[src/rtl/axi_dma_job_sequencer.sv]
// AXI4-Lite master that programs an AXI DMA (simple mode) for one MM2S/S2MM job and polls both channels to idle.
// Optional poll-phase timeout is built in when AXI_DMA_SEQ_TIMEOUT_EN is defined.
module axi_dma_job_sequencer #(
  parameter logic [31:0] DMA_BASE       = 32'h4040_0000,
  parameter int          POLL_INTERVAL  = 5,
  parameter int          TIMEOUT_CYCLES = 100000
) (
  input  logic        clk,
  input  logic        rstn,
  input  logic        start,
  input  logic [31:0] tx_addr,
  input  logic [31:0] rx_addr,
  input  logic [23:0] len_words,
  output logic        busy,
  output logic        done,
  output logic [2:0]  status,
  output logic [31:0] m_axi_awaddr,
  output logic        m_axi_awvalid,
  input  logic        m_axi_awready,
  output logic [31:0] m_axi_wdata,
  output logic [3:0]  m_axi_wstrb,
  output logic        m_axi_wvalid,
  input  logic        m_axi_wready,
  input  logic [1:0]  m_axi_bresp,
  input  logic        m_axi_bvalid,
  output logic        m_axi_bready,
  output logic [31:0] m_axi_araddr,
  output logic        m_axi_arvalid,
  input  logic        m_axi_arready,
  input  logic [31:0] m_axi_rdata,
  input  logic [1:0]  m_axi_rresp,
  input  logic        m_axi_rvalid,
  output logic        m_axi_rready
);

  // state       | meaning
  // S_IDLE      | waiting for start
  // S_WR_REQ    | AW/W of register write idx_q outstanding
  // S_WR_RESP   | waiting for B of register write idx_q
  // S_RD_REQ    | AR of status register for channel ch_q
  // S_RD_RESP   | waiting for R of status read
  // S_POLL_WAIT | idle gap before the next status read
  // S_FINISH    | done pulse, status valid
  localparam logic [2:0] S_IDLE      = 3'd0;
  localparam logic [2:0] S_WR_REQ    = 3'd1;
  localparam logic [2:0] S_WR_RESP   = 3'd2;
  localparam logic [2:0] S_RD_REQ    = 3'd3;
  localparam logic [2:0] S_RD_RESP   = 3'd4;
  localparam logic [2:0] S_POLL_WAIT = 3'd5;
  localparam logic [2:0] S_FINISH    = 3'd6;

  localparam logic [2:0] ST_OK      = 3'd0;
  localparam logic [2:0] ST_BUSERR  = 3'd1;
  localparam logic [2:0] ST_DMAERR  = 3'd2;
  localparam logic [2:0] ST_TIMEOUT = 3'd3;
  localparam logic [2:0] ST_BADLEN  = 3'd4;

  localparam logic [15:0] POLL_LOAD = 16'(POLL_INTERVAL - 1);

  logic [2:0]  state_q, state_d;
  logic [2:0]  idx_q, idx_d;
  logic        ch_q, ch_d;
  logic        aw_pend_q, aw_pend_d;
  logic        w_pend_q, w_pend_d;
  logic        busy_q, busy_d;
  logic [2:0]  status_q, status_d;
  logic [31:0] tx_q, tx_d;
  logic [31:0] rx_q, rx_d;
  logic [23:0] len_q, len_d;
  logic [15:0] poll_cnt_q, poll_cnt_d;
  logic        tmo_hit;

  logic [31:0] byte_cnt;
  logic [31:0] wr_off;
  logic [31:0] wr_val;
  logic        rdata_unused;

  assign byte_cnt     = {6'd0, len_q, 2'b00};
  assign rdata_unused = ^{m_axi_rdata[31:7], m_axi_rdata[3:2], m_axi_rdata[0]};

  // Order matters: destination first, then source, then run bits, lengths last (length write starts each channel).
  always_comb begin
    wr_off = 32'h0;
    wr_val = 32'h0;
    case (idx_q)
      3'd0: begin wr_off = 32'h48; wr_val = rx_q;     end
      3'd1: begin wr_off = 32'h18; wr_val = tx_q;     end
      3'd2: begin wr_off = 32'h00; wr_val = 32'h1;    end
      3'd3: begin wr_off = 32'h30; wr_val = 32'h1;    end
      3'd4: begin wr_off = 32'h58; wr_val = byte_cnt; end
      3'd5: begin wr_off = 32'h28; wr_val = byte_cnt; end
      default: ;
    endcase
  end

`ifdef AXI_DMA_SEQ_TIMEOUT_EN
  logic [31:0] tmo_cnt_q, tmo_cnt_d;
  logic        in_poll;

  assign in_poll = (state_q == S_RD_REQ) || (state_q == S_RD_RESP) || (state_q == S_POLL_WAIT);
  assign tmo_hit = in_poll && (tmo_cnt_q == 32'd0);

  // Reloaded throughout the write phase so the budget starts with the first poll read.
  always_comb begin
    tmo_cnt_d = tmo_cnt_q;
    if (state_q == S_WR_RESP)
      tmo_cnt_d = 32'(TIMEOUT_CYCLES);
    else if (in_poll && (tmo_cnt_q != 32'd0))
      tmo_cnt_d = tmo_cnt_q - 32'd1;
  end

  always_ff @(posedge clk or negedge rstn) begin
    if (!rstn) tmo_cnt_q <= 32'd0;
    else       tmo_cnt_q <= tmo_cnt_d;
  end
`else
  logic [31:0] tmo_unused;
  assign tmo_unused = 32'(TIMEOUT_CYCLES);
  assign tmo_hit    = 1'b0;
`endif

  always_comb begin
    state_d    = state_q;
    idx_d      = idx_q;
    ch_d       = ch_q;
    aw_pend_d  = aw_pend_q;
    w_pend_d   = w_pend_q;
    busy_d     = busy_q;
    status_d   = status_q;
    tx_d       = tx_q;
    rx_d       = rx_q;
    len_d      = len_q;
    poll_cnt_d = poll_cnt_q;
    case (state_q)
      S_IDLE: begin
        if (start) begin
          tx_d     = tx_addr;
          rx_d     = rx_addr;
          len_d    = len_words;
          status_d = ST_OK;
          if (len_words == 24'd0) begin
            status_d = ST_BADLEN;
            state_d  = S_FINISH;
          end else begin
            busy_d    = 1'b1;
            idx_d     = 3'd0;
            aw_pend_d = 1'b1;
            w_pend_d  = 1'b1;
            state_d   = S_WR_REQ;
          end
        end
      end
      S_WR_REQ: begin
        if (m_axi_awready) aw_pend_d = 1'b0;
        if (m_axi_wready)  w_pend_d  = 1'b0;
        if (!aw_pend_d && !w_pend_d) state_d = S_WR_RESP;
      end
      S_WR_RESP: begin
        if (m_axi_bvalid) begin
          if (m_axi_bresp != 2'b00) begin
            status_d = ST_BUSERR;
            state_d  = S_FINISH;
          end else if (idx_q != 3'd5) begin
            idx_d     = idx_q + 3'd1;
            aw_pend_d = 1'b1;
            w_pend_d  = 1'b1;
            state_d   = S_WR_REQ;
          end else begin
            ch_d    = 1'b0;
            state_d = S_RD_REQ;
          end
        end
      end
      S_RD_REQ: begin
        if (m_axi_arready) state_d = S_RD_RESP;
      end
      S_RD_RESP: begin
        if (m_axi_rvalid) begin
          if (m_axi_rresp != 2'b00) begin
            status_d = ST_BUSERR;
            state_d  = S_FINISH;
          end else if (m_axi_rdata[6:4] != 3'b000) begin
            status_d = ST_DMAERR;
            state_d  = S_FINISH;
          end else if (m_axi_rdata[1] && ch_q) begin
            status_d = ST_OK;
            state_d  = S_FINISH;
          end else if (tmo_hit) begin
            status_d = ST_TIMEOUT;
            state_d  = S_FINISH;
          end else if (m_axi_rdata[1]) begin
            ch_d    = 1'b1;
            state_d = S_RD_REQ;
          end else begin
            poll_cnt_d = POLL_LOAD;
            state_d    = S_POLL_WAIT;
          end
        end
      end
      S_POLL_WAIT: begin
        if (tmo_hit) begin
          status_d = ST_TIMEOUT;
          state_d  = S_FINISH;
        end else if (poll_cnt_q == 16'd0) begin
          state_d = S_RD_REQ;
        end else begin
          poll_cnt_d = poll_cnt_q - 16'd1;
        end
      end
      S_FINISH: begin
        busy_d  = 1'b0;
        state_d = S_IDLE;
      end
      default: state_d = S_IDLE;
    endcase
  end

  always_ff @(posedge clk or negedge rstn) begin
    if (!rstn) begin
      state_q    <= S_IDLE;
      idx_q      <= 3'd0;
      ch_q       <= 1'b0;
      aw_pend_q  <= 1'b0;
      w_pend_q   <= 1'b0;
      busy_q     <= 1'b0;
      status_q   <= ST_OK;
      tx_q       <= 32'd0;
      rx_q       <= 32'd0;
      len_q      <= 24'd0;
      poll_cnt_q <= 16'd0;
    end else begin
      state_q    <= state_d;
      idx_q      <= idx_d;
      ch_q       <= ch_d;
      aw_pend_q  <= aw_pend_d;
      w_pend_q   <= w_pend_d;
      busy_q     <= busy_d;
      status_q   <= status_d;
      tx_q       <= tx_d;
      rx_q       <= rx_d;
      len_q      <= len_d;
      poll_cnt_q <= poll_cnt_d;
    end
  end

  assign busy          = busy_q;
  assign done          = (state_q == S_FINISH);
  assign status        = status_q;
  assign m_axi_awvalid = aw_pend_q;
  assign m_axi_awaddr  = aw_pend_q ? (DMA_BASE + wr_off) : 32'd0;
  assign m_axi_wvalid  = w_pend_q;
  assign m_axi_wdata   = w_pend_q ? wr_val : 32'd0;
  assign m_axi_wstrb   = w_pend_q ? 4'hF : 4'h0;
  assign m_axi_bready  = (state_q == S_WR_RESP);
  assign m_axi_arvalid = (state_q == S_RD_REQ);
  assign m_axi_araddr  = m_axi_arvalid ? (DMA_BASE + (ch_q ? 32'h34 : 32'h04)) : 32'd0;
  assign m_axi_rready  = (state_q == S_RD_RESP);

endmodule

[config.mk]
export PLATFORM = sky130hd
export DESIGN_NAME = axi_dma_job_sequencer
export DESIGN_NICKNAME = d
export VERILOG_FILES = /design/src/rtl/axi_dma_job_sequencer.sv
export SDC_FILE = /design/constraint.sdc
export NUM_CORES = 1
export LEC_CHECK = 0
export CAP_MARGIN = 25
export CORE_MARGIN = 1.5
export CORE_UTILIZATION = 44
export DETAILED_ROUTE_END_ITERATION = 8
export PLACE_DENSITY = 0.81
export SLEW_MARGIN = 20
export SYNTH_ARGS = -nofsm -noshare
export SYNTH_HDL_FRONTEND = slang
export SYNTH_SLANG_ARGS = --single-unit
[constraint.sdc]
create_clock -name clk -period 3.05 [get_ports clk]
set_clock_uncertainty 0.2 [all_clocks]
set_input_delay 0.61 -clock clk [delete_from_list [all_inputs] [get_ports clk]]
set_output_delay 0.61 -clock clk [all_outputs]
set_load 0.02 [all_outputs]
==> out/metrics.yaml <==
layout:
  layout.cells.non_filler: 934
  fin_area_um2: 8520
  layout-drive-gt1-share_pct: 26.9
  antenna_cells: 0
  layout.nets: 879
  nFillCells: 1114
  syn_to_final_growth_pct: 37.2
logic_synthesis:
  syn_avg_cell_area_um2: 10.7
  synth_seq_cells: 117
  ys_top_cells_by_area: "dfrtp_1, mux2_2, buf_4"
  yosys.cell_types.count: 51
  yosysMostFrequentCell: "dfrtp_1"
  syn_inst: 578
  ys.flop_type: "dfrtp_1"
  synth-edff-count: 0
  seq_area_frac_synth_pct: 47.1
  syn_area_um2: 6210
  synth_warnings: 0
  yosys.area.top_type_share_pct: 47.1
  synthArstFlopShare_pct: 100
  synth_commonest_cells: "dfrtp_1, mux2_2, buf_4"
  yosysTopAreaCell: "dfrtp_1"
floorplanning:
  die_h_um: 122
  rows: 43
  fp.dieW_um: 122
  num_io_pins: 242
  core_um2: 13800
  initial_core_util_pct: 44.9
  die_area_um2: 14800
clock_network:
  htreeDepth: 4
  cts_root_buf: "clkbuf_16"
  clk_pin_slew_ns: 0.05
  cts_tree: "built"
  clk_latency_ns: 0.42
  clock-sinks: 117
  cts_made_buffers: 17
  cts.path.max_buffers: 2
global_route:
  grt_usage_pct: 23.3
  first_global_vias: 5246
  grt-ovfl-total: 0
  grt_start_max_net_pins: 62
  grt_antenna_before_repair: 0
  grt_pass1_wl_um: 26500
placed_design:
  gp_congestion: 0.902
  io_buffers: 160
  hpwl_um: 11500
  place_area_um2: 7880
  dp_cells: 894
drt:
  wire_per_inst_um: 18.1
  dr_total_vias: 5161
  dr.pass1.iters: 5
  drt-initial-drc-count: 371
  remaining_drc_errors: 0
  postRouteWirelength_um: 16900
  ant_nets: 0
  viasPerCell: 5.53
power:
  ir_drop_mv: 0.665
  p_leak_nw: 3.66
  power_w: 0.0104
  power_density_nw_per_um2: 1220
setup_path:
  crit_path_cell_trace: "buf_4 > ha_2 > ha_4 > o31ai_4 > buf_6 > clkbuf_16 > nor3_1 > buf_2"
  end_kind: "output port"
  cp_top_family: "buffers and inverters"
  crit_type: "register to output port"
  path_max_fanout: 8
  crit_slowest_cell: "dfrtp_1"
  cp-start-kind: "register"
  worstPathArrival_ns: 2.17
  cp_num_buf_inv: 4
  required_ns: 2.24
  critical_path.max_stage_delay_ns: 0.39
timing:
  slew_headroom_pct: 57.2
  fmax_mhz: 335
  hold_viol_final: 0
  setup_violations: 0
  slew_violations: 0
  worst_slew_pin_slew_ns: 0.640
  period_minus_slack_ns: 2.98
  rsz0062_at_grt: "no"
  fin_crit_sh_pct: 97.8
status:
  status: "finished, final reports clean"
run:
  drv_cap: 0
min_path:
  hold_path_class: "register to register"
## final cells by class
class                      count  area [um2]  area share (%)
sequential                   117        2930            34.4
clock inverter                13         183            2.14
inverter                      12        45.0           0.529
multi-input combinational    401        2890            33.9
tap                          180         225            2.64
clock buffer                  19         433            5.08
timing repair buffer         192        1820            21.4
## worst register-to-register path: cells and delay by family (launching register included)
family                 cells  cell delay, ns
and+or+nand+nor            2            0.94
AOI/OAI and AO/OA          3            0.51
DFF                        1            0.49
buffers and inverters      1            0.20
## routing by layer
| layer | global-route usage (%) | wire (um) | up-vias | share of wire, % |
|---|---|---|---|---|
| met5 | 0 | 0 | - | 0 |
| met2 | 39.2 | 8330 | 265 | 49 |
| li1 | - | - | 2344 | - |
| met3 | 5.34 | 1210 | 50 | 7.1 |
| met4 | 12.9 | 588 | 0 | 3.5 |
| met1 | 27.6 | 6770 | 2502 | 40 |
## flip-flops by register name, indices dropped and copies added (netlist names)
register and flops:
m_axi_awvalid 1, poll_cnt_q 16, ch_q 1, len_q 24, rx_q 32, idx_q 3, status 3, tx_q 32
m_axi_wvalid 1, state_q 3, busy 1
## cell families after synthesis
group,share of synthesized area (%)
AO/OA/AOI/OAI,13.2
adder cells (fa/ha/maj),1.21
buffers and inverters,10.8
flip-flops,47.1
multiplexers,16.4
other,0.0604
AND/OR/NAND/NOR,11.1
## worst paths after layout
check / from / end / slack [ns] / depth (start not counted)
worst max-delay path: idx_q[1]$_DFFE_PN0P_ / m_axi_wdata[29] / 0.07 / 8
worst min-delay path: status[2]$_DFFE_PN0P_ / status[2]$_DFFE_PN0P_ / 0.27 / 2
worst max register to register: state_q[0]$_DFFE_PN0P_ / poll_cnt_q[6]$_DFFE_PN0P_ / 0.63 / 6
worst min register to register: status[2]$_DFFE_PN0P_ / status[2]$_DFFE_PN0P_ / 0.27 / 2
max in group asynchronous: rstn / rx_q[3]$_DFFE_PN0P_ / 1.44 / 3
min in group asynchronous: rstn / status[2]$_DFFE_PN0P_ / 0.38 / 2
## placed cells by master, fill, tap and decap left out, drive strengths merged, types with 4 or more instances in the layout
master / count
o31ai: 6
o21ai: 18
dlygate4sd2: 4
nand3: 8
o41ai: 4
clkinvlp: 4
ha: 6
nor4: 6
or4: 5
nand4: 4
clkinv: 5
conb: 53
buf: 61
bufinv: 4
nor2: 15
a221oi: 26
dfrtp: 117
or3: 8
a21oi: 40
and3: 6
inv: 12
mux2: 88
nand2: 18
nor3: 41
clkbuf: 22
clkdlybuf4s50: 123
a22oi: 8
## power by group
group | total (W) | leakage, nW | internal (W) | switching [W]
logic | 0.00545 | 1.95 | 0.00245 | 0.00300
clock network | 0.00208 | 0.289 | 0.00136 | 0.000715
registers | 0.00284 | 1.42 | 0.00232 | 0.000519
total | 0.0104 | 3.66 | 0.00613 | 0.00423
## what timing repair did
action / 4_1_cts / 5_1_grt
gates cloned: 1 / 2
pin swaps: 1 / 1
endpoints found under the hold margin: 9 / 0
gates resized for setup: 170 / 13
endpoints found under the setup margin: 37 / 39
setup buffers: 2 / 2
hold buffers: 1 / 0
## metrics by stage
step | setup TNS [ns] | hold WS, ns | utilization [%] | worst slack (ns)
after floorplan | 0 | 0.114 | - | 0.103
after global placement | -0.00758 | 0.254 | 57.0 | -0.00758
after detailed placement | -0.260 | 0.258 | 57.0 | -0.0496
after CTS | -0.128 | 0.277 | 60.9 | -0.128
after global routing | 0 | 0.312 | 61.6 | 0.000595
final | 0 | 0.274 | 61.6 | 0.0670
Note: power is estimated with default switching activity, not from simulation.
